## src/rtl/multicycle_control.sv

```systemverilog
// -----------------------------------------------------------------------------
// multicycle_control
// Multi-cycle control FSM (IF/ID/EXE/MEM/WB/HALT). It sequences one instruction
// over 2-5 cycles and drives the shared datapath strobes.
// The instruction class and the ALU operation are captured once in ID. From EXE
// to the last cycle of the instruction, the operand/ALU strobes are driven from
// that captured copy, so they stay stable until WB.
// Optional feature: define MCTRL_MEM_WAIT_EN to make IF and MEM wait for
// mem_ready. Without it, mem_ready is ignored and IF/MEM last one cycle.
// -----------------------------------------------------------------------------
module multicycle_control #(
    parameter int                OP_W    = 6,
    parameter int                FUNCT_W = 6,
    parameter int                ALUC_W  = 4,
    parameter logic [OP_W-1:0]   HALT_OP = 6'b111111
) (
    input  logic                 clk,
    input  logic                 rst_n,
    input  logic [OP_W-1:0]      op,
    input  logic [FUNCT_W-1:0]   funct,
    input  logic                 zero,
    input  logic                 mem_ready,
    output logic                 PCWre,
    output logic                 IRWre,
    output logic                 ALUSrcB,
    output logic                 MemtoReg,
    output logic                 RegWrite,
    output logic                 MemWrite,
    output logic                 ExtSel,
    output logic                 RegDst,
    output logic                 PCSrc,
    output logic                 jump,
    output logic [ALUC_W-1:0]    ALUControl,
    output logic [2:0]           state_o,
    output logic                 instr_done,
    output logic                 illegal
);

    typedef enum logic [2:0] {
        S_IF   = 3'd0,
        S_ID   = 3'd1,
        S_EXE  = 3'd2,
        S_MEM  = 3'd3,
        S_WB   = 3'd4,
        S_HALT = 3'd5
    } state_t;

    typedef enum logic [3:0] {
        CL_NONE = 4'd0,
        CL_R    = 4'd1,
        CL_ADDI = 4'd2,
        CL_ORI  = 4'd3,
        CL_LW   = 4'd4,
        CL_SW   = 4'd5,
        CL_BEQ  = 4'd6,
        CL_J    = 4'd7,
        CL_HALT = 4'd8,
        CL_ILL  = 4'd9
    } class_t;

    localparam logic [OP_W-1:0]    OP_RTYPE = 6'b000000;
    localparam logic [OP_W-1:0]    OP_ADDI  = 6'b001000;
    localparam logic [OP_W-1:0]    OP_ORI   = 6'b001101;
    localparam logic [OP_W-1:0]    OP_LW    = 6'b100011;
    localparam logic [OP_W-1:0]    OP_SW    = 6'b101011;
    localparam logic [OP_W-1:0]    OP_BEQ   = 6'b000100;
    localparam logic [OP_W-1:0]    OP_J     = 6'b000010;

    localparam logic [FUNCT_W-1:0] FN_ADD   = 6'b100000;
    localparam logic [FUNCT_W-1:0] FN_SUB   = 6'b100010;
    localparam logic [FUNCT_W-1:0] FN_AND   = 6'b100100;
    localparam logic [FUNCT_W-1:0] FN_OR    = 6'b100101;
    localparam logic [FUNCT_W-1:0] FN_SLT   = 6'b101010;

    localparam logic [ALUC_W-1:0]  ALU_ADD  = ALUC_W'(3'd0);
    localparam logic [ALUC_W-1:0]  ALU_SUB  = ALUC_W'(3'd1);
    localparam logic [ALUC_W-1:0]  ALU_AND  = ALUC_W'(3'd2);
    localparam logic [ALUC_W-1:0]  ALU_OR   = ALUC_W'(3'd3);
    localparam logic [ALUC_W-1:0]  ALU_SLT  = ALUC_W'(3'd4);

    // Classify the opcode/funct pair in the IR. HALT_OP is checked first so
    // that it is never mistaken for another opcode.
    function automatic class_t decodeClass(input logic [OP_W-1:0] opIn,
                                           input logic [FUNCT_W-1:0] fnIn);
        class_t cls;
        if (opIn == HALT_OP) begin
            cls = CL_HALT;
        end else begin
            case (opIn)
                OP_RTYPE: begin
                    case (fnIn)
                        FN_ADD, FN_SUB, FN_AND, FN_OR, FN_SLT: cls = CL_R;
                        default:                               cls = CL_ILL;
                    endcase
                end
                OP_ADDI: cls = CL_ADDI;
                OP_ORI:  cls = CL_ORI;
                OP_LW:   cls = CL_LW;
                OP_SW:   cls = CL_SW;
                OP_BEQ:  cls = CL_BEQ;
                OP_J:    cls = CL_J;
                default: cls = CL_ILL;
            endcase
        end
        return cls;
    endfunction

    // Select the ALU operation for the opcode/funct pair.
    // Loads/stores use add for the address calculation and beq uses sub for
    // the compare.
    function automatic logic [ALUC_W-1:0] decodeAlu(input logic [OP_W-1:0] opIn,
                                                    input logic [FUNCT_W-1:0] fnIn);
        logic [ALUC_W-1:0] alu;
        case (opIn)
            OP_RTYPE: begin
                case (fnIn)
                    FN_SUB:  alu = ALU_SUB;
                    FN_AND:  alu = ALU_AND;
                    FN_OR:   alu = ALU_OR;
                    FN_SLT:  alu = ALU_SLT;
                    default: alu = ALU_ADD;
                endcase
            end
            OP_ORI:  alu = ALU_OR;
            OP_BEQ:  alu = ALU_SUB;
            default: alu = ALU_ADD;
        endcase
        return alu;
    endfunction

    state_t            state_r;
    state_t            nextState_s;
    class_t            instrClass_r;
    logic [ALUC_W-1:0] aluOp_r;
    class_t            idClass_s;
    logic [ALUC_W-1:0] idAlu_s;
    logic              memGo_s;
    logic              holdStrobes_s;

    assign idClass_s = decodeClass(op, funct);
    assign idAlu_s   = decodeAlu(op, funct);

`ifdef MCTRL_MEM_WAIT_EN
    assign memGo_s = mem_ready;
`else
    logic unusedMemReady_s;
    assign unusedMemReady_s = mem_ready;
    assign memGo_s          = 1'b1;
`endif

    // The FSM state register. Reset returns to IF and abandons any in-flight
    // instruction.
    always_ff @(posedge clk or negedge rst_n) begin
        if (!rst_n) begin
            state_r <= S_IF;
        end else begin
            state_r <= nextState_s;
        end
    end

    // Capture the decoded instruction once in ID. This copy feeds the
    // EXE..WB strobes, so they do not move even if op changes afterwards.
    always_ff @(posedge clk or negedge rst_n) begin
        if (!rst_n) begin
            instrClass_r <= CL_NONE;
            aluOp_r      <= ALU_ADD;
        end else if (state_r == S_ID) begin
            instrClass_r <= idClass_s;
            aluOp_r      <= idAlu_s;
        end else begin
            instrClass_r <= instrClass_r;
            aluOp_r      <= aluOp_r;
        end
    end

    // Compute the next state and the datapath strobes from the current state
    // and the instruction.
    always_comb begin
        nextState_s   = state_r;
        PCWre         = 1'b0;
        IRWre         = 1'b0;
        ALUSrcB       = 1'b0;
        MemtoReg      = 1'b0;
        RegWrite      = 1'b0;
        MemWrite      = 1'b0;
        ExtSel        = 1'b0;
        RegDst        = 1'b0;
        PCSrc         = 1'b0;
        jump          = 1'b0;
        ALUControl    = ALU_ADD;
        illegal       = 1'b0;
        holdStrobes_s = 1'b0;

        case (state_r)
            S_IF: begin
                IRWre = 1'b1;
                if (memGo_s) begin
                    nextState_s = S_ID;
                end else begin
                    nextState_s = S_IF;
                end
            end
            S_ID: begin
                case (idClass_s)
                    CL_J: begin
                        jump        = 1'b1;
                        PCWre       = 1'b1;
                        nextState_s = S_IF;
                    end
                    CL_HALT: begin
                        nextState_s = S_HALT;
                    end
                    CL_ILL: begin
                        illegal     = 1'b1;
                        PCWre       = 1'b1;
                        nextState_s = S_IF;
                    end
                    default: begin
                        nextState_s = S_EXE;
                    end
                endcase
            end
            S_EXE: begin
                holdStrobes_s = 1'b1;
                if (instrClass_r == CL_BEQ) begin
                    PCSrc       = zero;
                    PCWre       = 1'b1;
                    nextState_s = S_IF;
                end else if ((instrClass_r == CL_LW) || (instrClass_r == CL_SW)) begin
                    nextState_s = S_MEM;
                end else begin
                    nextState_s = S_WB;
                end
            end
            S_MEM: begin
                holdStrobes_s = 1'b1;
                if (instrClass_r == CL_SW) begin
                    MemWrite = 1'b1;
                    if (memGo_s) begin
                        PCWre       = 1'b1;
                        nextState_s = S_IF;
                    end else begin
                        nextState_s = S_MEM;
                    end
                end else begin
                    if (memGo_s) begin
                        nextState_s = S_WB;
                    end else begin
                        nextState_s = S_MEM;
                    end
                end
            end
            S_WB: begin
                holdStrobes_s = 1'b1;
                RegWrite      = 1'b1;
                PCWre         = 1'b1;
                nextState_s   = S_IF;
            end
            S_HALT: begin
                nextState_s = S_HALT;
            end
            default: begin
                nextState_s = S_IF;
            end
        endcase

        if (holdStrobes_s) begin
            ALUControl = aluOp_r;
            ALUSrcB    = (instrClass_r == CL_ADDI) || (instrClass_r == CL_ORI) ||
                         (instrClass_r == CL_LW)   || (instrClass_r == CL_SW);
            ExtSel     = (instrClass_r != CL_ORI);
            RegDst     = (instrClass_r == CL_R);
            MemtoReg   = (instrClass_r == CL_LW);
        end else begin
            ALUControl = ALU_ADD;
        end
    end

    assign state_o    = state_r;
    assign instr_done = PCWre;

endmodule
```

## config.mk

```make
export PLATFORM = sky130hd
export DESIGN_NAME = multicycle_control
export DESIGN_NICKNAME = d
export VERILOG_FILES = /design/src/rtl/multicycle_control.sv
export SDC_FILE = /design/constraint.sdc
export NUM_CORES = 1
export LEC_CHECK = 0
export CAP_MARGIN = 30
export CORE_ASPECT_RATIO = 1.5
export CORE_UTILIZATION = 47
export DETAILED_ROUTE_END_ITERATION = 8
export GPL_TIMING_DRIVEN = 0
export PLACE_DENSITY_LB_ADDON = 0.3
export SETUP_SLACK_MARGIN = 0.02
export SYNTH_ARGS = -nofsm -noshare
export SYNTH_HDL_FRONTEND = slang
export SYNTH_SLANG_ARGS = --single-unit
```

## constraint.sdc

```tcl
create_clock -name clk -period 3.3 [get_ports clk]
set_clock_uncertainty 0.2 [all_clocks]
set_input_delay 0.66 -clock clk [delete_from_list [all_inputs] [get_ports clk]]
set_output_delay 0.66 -clock clk [all_outputs]
set_load 0.02 [all_outputs]
```

==> results.py, run 1 <==
metrics = {
    "sta": {
        "maxSlewViolCount": 0,
        "timing_worst_slew_pin_value_ns": 0.524,
        "fin_worst_hold_slack_ns": 0.272,
        "fmax_mhz": 309,
        "portion_of_the_clock_cycle_consumed_by_the_worst_path_in_the_final_layout": 0.982,
        "grt_setup_unrepaired": "yes",
        "final_period_minus_worst_setup_slack_ns": 3.24,
        "hold_viol": 0,
        "worst_case_headroom_to_the_max_slew_limit": 0.651,
        "finalSetupViolCount": 0,
    },
    "global_route": {
        "grt_max_degree": 11,
        "first_global_vias": 845,
        "grt_util_all_layers": 0.225,
        "antenna_found_initial": 0,
        "grt_pass1_wl_um": 3510,
        "remaining_global_route_overflow": 0,
    },
    "clocking": {
        "cts.sink_count": 10,
        "cts_max_level": 1,
        "hold_buffers": 0,
        "tritoncts": "done",
        "clk_pin_slew_ns": 0.06,
        "worstSkewPairLatency_ns": 0.28,
        "cts_max_path_buffers": 2,
        "root_buffer": "sky130_fd_sc_hd__clkbuf_4",
        "cts_made_buffers": 3,
    },
    "power": {
        "power.ir.vdd_worst_v": 0.000199,
        "total_leakage_power_nw": 0.522,
        "power-per-cell-area_nw_per_um2": 219,
    },
    "run_status": {
        "run_status": "finished, final reports clean",
    },
    "route": {
        "detailedRoute.firstPassIterationCount": 4,
        "wire_per_inst_um": 12.7,
        "drt_iter0_drc": 11,
        "drc_errors": 0,
        "totalWireLength_um": 2160,
        "antenna_left": 0,
        "detailroute.via_count": 962,
        "viasPerCell": 5.66,
    },
    "finish": {
        "final_layout_size_suffix_gt1_frac": 0.195,
        "insertedDiodeCount": 0,
        "multi_input_comb_area_um2": 627,
        "storage_element_area_um2": 250,
        "fillers": 161,
        "layout.nets": 166,
        "utilization": 0.709,
        "flow.area_growth_from_synthesis_pct": 39.4,
    },
    "hold_path": {
        "hold_path_startpoint": "aluOp_r[2]",
        "min_path_cells": 2,
        "hold-path-endpoint": "aluOp_r[2]",
        "hold_path.class": "flip-flop to flip-flop",
    },
    "synthesis": {
        "netlist.top_cell.by_area": "sky130_fd_sc_hd__dfrtp_1",
        "post_synthesis_average_cell_area_um2": 8.19,
        "ys_async_sr_fraction": 1.00,
        "synthMostInstantiatedCell": "sky130_fd_sc_hd__o21ai_0",
        "syn_nets": 131,
        "synthDistinctLibCells": 42,
        "synthesis.instances": 115,
        "synth_area_um2": 942,
        "synth_commonest_cells": "sky130_fd_sc_hd__o21ai_0 (11), sky130_fd_sc_hd__dfrtp_1 (10), sky130_fd_sc_hd__nor3_1 (9)",
        "synth_seq_cells": 10,
        "synth_largest_type_area_fraction": 0.266,
        "synth-edff-count": 0,
        "synth_flop_cell": "sky130_fd_sc_hd__dfrtp_1",
        "synth_seq_area_share": 0.266,
        "yosys_warnings": 0,
        "post_synth_main_area_contributors": "sky130_fd_sc_hd__dfrtp_1 (27%), sky130_fd_sc_hd__o21ai_0 (5.8%), sky130_fd_sc_hd__nor3_1 (4.8%)",
    },
    "critical_path": {
        "crit_reg_reg_startpoint": "state_o[0]",
        "reg2reg_slack_ns": 1.47,
        "critical_path.startpoint_type": "input port",
        "worstSetupPathType": "input port to output pin",
        "timing.reg2reg.worst_path_depth": 6,
        "critical_path_required_ns": 2.44,
        "arrival_ns": 2.38,
        "worstPathMaxFanout": 7,
        "slowest_delay_ns": 0.43,
        "r2r_end": "aluOp_r[1]",
        "critical_path.cell_chain": "dlygate4sd2_1, or3_4, and2b_2, a221oi_4, o31ai_2, buf_4, clkdlybuf4s15_2",
        "cp_max_stage_cell": "sky130_fd_sc_hd__or3_4",
        "cp-end-kind": "output pin",
    },
    "floorplanning": {
        "fp.dieW_um": 38.6,
        "fp.coreArea_um2": 1850,
        "io_pins": 35,
        "total_die_area_um2": 2190,
        "row_count": 19,
        "initial_utilization": 0.508,
        "die_h_um": 56.8,
    },
    "place": {
        "dp_hpwl_um": 1790,
        "io_buffer_count": 28,
        "gp_weighted_congestion": 0.802,
    },
    "job": {
        "maxCapViolations": 0,
    },
}
## layout make-up
type / count / share of cell area
repair buffers: 30 / 0.223
inverters: 3 / 0.00857
multi-input cells: 92 / 0.477
plain buffers: 10 / 0.0533
well taps: 21 / 0.0200
clock buffers: 4 / 0.0276
flip-flops and latches: 10 / 0.190
## logic make-up after synthesis
| family | count (synthesis) | synth area share |
|---|---|---|
| AND/OR/NAND/NOR | 57 | 0.369 |
| AO/OA/AOI/OAI | 26 | 0.193 |
| buffers and inverters | 13 | 0.0863 |
| flip-flops | 10 | 0.266 |
| XOR/XNOR | 4 | 0.0372 |
| multiplexers | 3 | 0.0332 |
| adder cells (fa/ha/maj) | 1 | 0.0120 |
| other | 1 | 0.00398 |
## metal layers
metal	track usage	vias to the layer above	part of all wire
met5	0	-	0
met4	0.148	0	0.030
met3	0.0119	6	0.031
met2	0.402	25	0.55
met1	0.230	447	0.39
li1	-	484	-
## critical path: cells and delay by family
| family | cells | cell delay, ns |
|---|---|---|
| AOI/OAI and AO/OA | 2 | 0.31 |
| buffers and inverters | 3 | 0.72 |
| and+or+nand+nor | 2 | 0.69 |
## layout by cell type (no fill, tap or decap), types with 4 or more instances in the layout
master / Yosys / layout
sky130_fd_sc_hd__buf_4: 2 / 4
sky130_fd_sc_hd__clkdlybuf4s50_1: 0 / 21
sky130_fd_sc_hd__dfrtp_1: 10 / 10
sky130_fd_sc_hd__nand2_1: 8 / 8
sky130_fd_sc_hd__nand2b_1: 4 / 4
sky130_fd_sc_hd__nand3_1: 5 / 5
sky130_fd_sc_hd__nor2_1: 7 / 7
sky130_fd_sc_hd__nor2b_1: 5 / 5
sky130_fd_sc_hd__nor3_1: 9 / 8
sky130_fd_sc_hd__o21ai_0: 11 / 10
## metrics by stage
step	worst slack [ns]	TNS, ns	instances	power [W]	cell area, µm²
floorplan	0.0259	0	115	0.000155	942
global placement	-0.649	-1.63	164	0.000176	1250
detailed placement	-0.689	-1.72	164	0.000178	1250
CTS	0.0148	0	170	0.000291	1310
global route	-0.0239	-0.0239	170	0.000303	1310
finish	0.0599	0	170	0.000288	1310
## state kept, by name, indices dropped and copies added, names as in the netlist
register and flops:
aluOp_r 3, instrClass_r 4, state_o 3
## where the power goes
group	internal [W]	switching [W]	leakage (nW)
clock network	0.0000671	0.0000445	0.0210
registers	0.000123	0	0.0927
logic	0.0000276	0.0000265	0.408
total	0.000217	0.0000710	0.522
## what timing repair did
item,in CTS,in global routing
buffers inserted,2,0
pin swaps,1,2
setup endpoints to repair,3,4
hold endpoints to repair,0,0
gates cloned,0,0
gates resized for setup,14,4
## worst max path at each step
stage          startpoint         end  cells past startpoint
2_1_floorplan       op[1]  instr_done                      6
3_3_place_gp        op[4]  instr_done                      7
3_5_place_dp        op[4]  instr_done                      7
4_1_cts             op[4]  instr_done                      7
5_1_grt             op[4]  instr_done                      7
6_report            op[4]  instr_done                      7
(Power assumes the default switching activity.)
==> run 2: changes to the inputs <==
--- a/config.mk
+++ b/config.mk
@@ -6,10 +6,11 @@
 export NUM_CORES = 1
 export LEC_CHECK = 0
 export CAP_MARGIN = 30
-export CORE_ASPECT_RATIO = 1.5
-export CORE_UTILIZATION = 47
+export CORE_UTILIZATION = 50
 export DETAILED_ROUTE_END_ITERATION = 8
+export DONT_BUFFER_PORTS = 1
 export GPL_TIMING_DRIVEN = 0
+export MAX_ROUTING_LAYER = met4
 export PLACE_DENSITY_LB_ADDON = 0.3
 export SETUP_SLACK_MARGIN = 0.02
 export SYNTH_ARGS = -nofsm -noshare
==> results.py, run 2 (same netlist as run 1, synthesis figures left out) <==
metrics = {
    "run_status": {
        "run_status": "finished, final reports clean",
    },
    "clocking": {
        "worstSkewPairLatency_ns": 0.26,
        "cts_made_buffers": 3,
        "cts_max_path_buffers": 2,
        "cts_max_level": 1,
        "root_buffer": "sky130_fd_sc_hd__clkbuf_4",
        "tritoncts": "done",
        "clk_pin_slew_ns": 0.07,
        "post-cts-setup-buffers": 0,
        "cts.sink_count": 10,
    },
    "power": {
        "power.ir.vdd_worst_v": 0.000100,
        "switching_share": 0.236,
        "power_report.internal_total_w": 0.000207,
        "total_leakage_power_nw": 0.388,
        "power.net_switching_w": 0.0000642,
        "seq_power_share": 0.451,
        "power-per-cell-area_nw_per_um2": 257,
        "power.share.clock": 0.405,
        "power_frac_comb": 0.144,
    },
    "route": {
        "wire_per_inst_um": 14.6,
        "totalWireLength_um": 2110,
        "antenna_left": 0,
        "viasPerCell": 6.00,
        "detailroute.via_count": 870,
        "drt_iter0_drc": 13,
        "detailedRoute.firstPassIterationCount": 4,
        "drc_errors": 0,
    },
    "sta": {
        "finalSetupViolCount": 0,
        "fmax_mhz": 319,
        "final_period_minus_worst_setup_slack_ns": 3.13,
        "maxSlewViolCount": 0,
        "worst_case_headroom_to_the_max_slew_limit": 0.440,
        "timing_worst_slew_pin_value_ns": 0.833,
        "grt_setup_unrepaired": "no",
        "portion_of_the_clock_cycle_consumed_by_the_worst_path_in_the_final_layout": 0.950,
        "hold_viol": 0,
        "fin_ws_ns": 0.166,
    },
    "place": {
        "dpl-instance-area_um2": 973,
        "io_buffer_count": 0,
        "dpl_worst_slack_ns": -0.152,
        "numPlacedInstances": 140,
        "gp_weighted_congestion": 0.838,
        "dp_hpwl_um": 1600,
    },
    "global_route": {
        "use_met3": 0.0238,
        "remaining_global_route_overflow": 0,
        "grt_use_met1": 0.268,
        "global_route.usage.met2": 0.366,
        "grt-busiest-layer": "met2",
        "grt_pass1_wl_um": 3240,
        "grt_max_degree": 11,
        "first_global_vias": 762,
        "grt_util_all_layers": 0.223,
        "antenna_found_initial": 0,
    },
    "floorplanning": {
        "io_pins": 35,
        "total_die_area_um2": 2060,
        "die_h_um": 45.4,
        "initial_utilization": 0.540,
        "row_count": 15,
        "fp.dieW_um": 45.4,
        "fp.coreArea_um2": 1750,
    },
    "critical_path": {
        "cp_max_stage_cell": "sky130_fd_sc_hd__o31ai_1",
        "reg2reg_slack_ns": 1.36,
        "worstSetupPathType": "input port to output pin",
        "cp-end-kind": "output pin",
        "slowest_delay_ns": 0.72,
        "arrival_ns": 2.27,
        "worstPathMaxFanout": 10,
        "critical_path.startpoint_type": "input port",
        "critical_path_required_ns": 2.44,
        "critical_path.cell_chain": "buf_6, or3_4, o31ai_1, o31ai_4, buf_4",
        "crit_start": "op[1]",
        "crit_reg_reg_startpoint": "state_o[0]",
    },
    "finish": {
        "top_register": "instrClass_r",
        "fin_cells": 145,
        "largest_register_ffs": 4,
        "layout_commonest_cell": "sky130_fd_sc_hd__o21ai_0",
        "flow.area_growth_from_synthesis_pct": 12.2,
        "most-common-layout-cells": "sky130_fd_sc_hd__o21ai_0 (11), sky130_fd_sc_hd__dfrtp_1 (10), sky130_fd_sc_hd__nand2_1 (8), sky130_fd_sc_hd__nor3_1 (7), sky130_fd_sc_hd__nor2_1 (7)",
        "final_layout_size_suffix_gt1_frac": 0.225,
        "finish.instance_area_um2": 1060,
        "insertedDiodeCount": 0,
        "layout.nets": 137,
    },
    "hold_path": {
        "hold_path_startpoint": "aluOp_r[2]",
        "hold_path.class": "flip-flop to flip-flop",
    },
    "job": {
        "maxCapViolations": 0,
    },
}
## run 2: changes by cell type in the layout (fill, tap and decap cells not counted), sizes merged
cell           change
dlygate4sd3        +1
dlygate4sd2        -3
buf                -3
dlymetal6s2s       -2
clkdlybuf4s15      -1
clkdlybuf4s50     -21
## run 2: timing repair
item / 4_1_cts / 5_1_grt
resized for setup: 4 / 4
pin swaps: 0 / 0
hold buffers: 1 / 0
endpoints found under the setup margin: 4 / 2
cloned: 0 / 0
endpoints found under the hold margin: 10 / 0
## run 2: through the flow
stage / total power (W) / util / TNS [ns] / hold slack (ns)
after floorplan: 0.000155 / - / 0 / 0.164
after global placement: 0.000159 / 0.558 / -0.123 / 0.165
after detailed placement: 0.000160 / 0.558 / -0.170 / 0.165
after CTS: 0.000273 / 0.597 / 0 / 0.280
after global routing: 0.000280 / 0.606 / 0 / 0.304
final: 0.000272 / 0.606 / 0 / 0.272
## run 2: layer usage
layer | share of wire | vias to the layer above | wire length (µm)
li1 | - | 428 | -
met1 | 0.45 | 415 | 955
met5 | 0 | - | 0
met3 | 0.035 | 2 | 75
met2 | 0.50 | 25 | 1060
met4 | 0.0090 | 0 | 19
## run 2: path summary, 6_finish.rpt
| kind | depth (start not counted) | endpoint |
|---|---|---|
| worst max-delay path | 5 | instr_done |
| worst min-delay path | 2 | aluOp_r[2] |
| worst max register to register | 6 | instrClass_r[2] |
| worst min register to register | 2 | aluOp_r[2] |
| max in group asynchronous | 1 | state_o[0] |
| min in group asynchronous | 1 | instrClass_r[0] |
## run 2: final cells by class
| class | instances | area (µm²) |
|---|---|---|
| multi-input cells | 92 | 647 |
| fillers | 162 | 688 |
| plain buffers | 10 | 71.3 |
| flip-flops and latches | 10 | 250 |
| inverters | 3 | 11.3 |
| clock buffers | 4 | 36.3 |
| repair buffers | 1 | 10.0 |
| well taps | 25 | 31.3 |
## run 2: power groups by stage
stage	Combinational, W	Sequential (W)	Clock [W]
2_1_floorplan	0.0000305	0.000125	0
3_3_place_gp	0.0000337	0.000125	0
3_5_place_dp	0.0000349	0.000125	0
4_1_cts	0.0000384	0.000122	0.000112
5_1_grt	0.0000422	0.000122	0.000116
6_report	0.0000390	0.000122	0.000110
## run 2: worst max-delay path: cells and delay by family
family	cells	cell delay [ns]
compound gates	2	0.88
simple gates	1	0.41
buf+inv	2	0.32
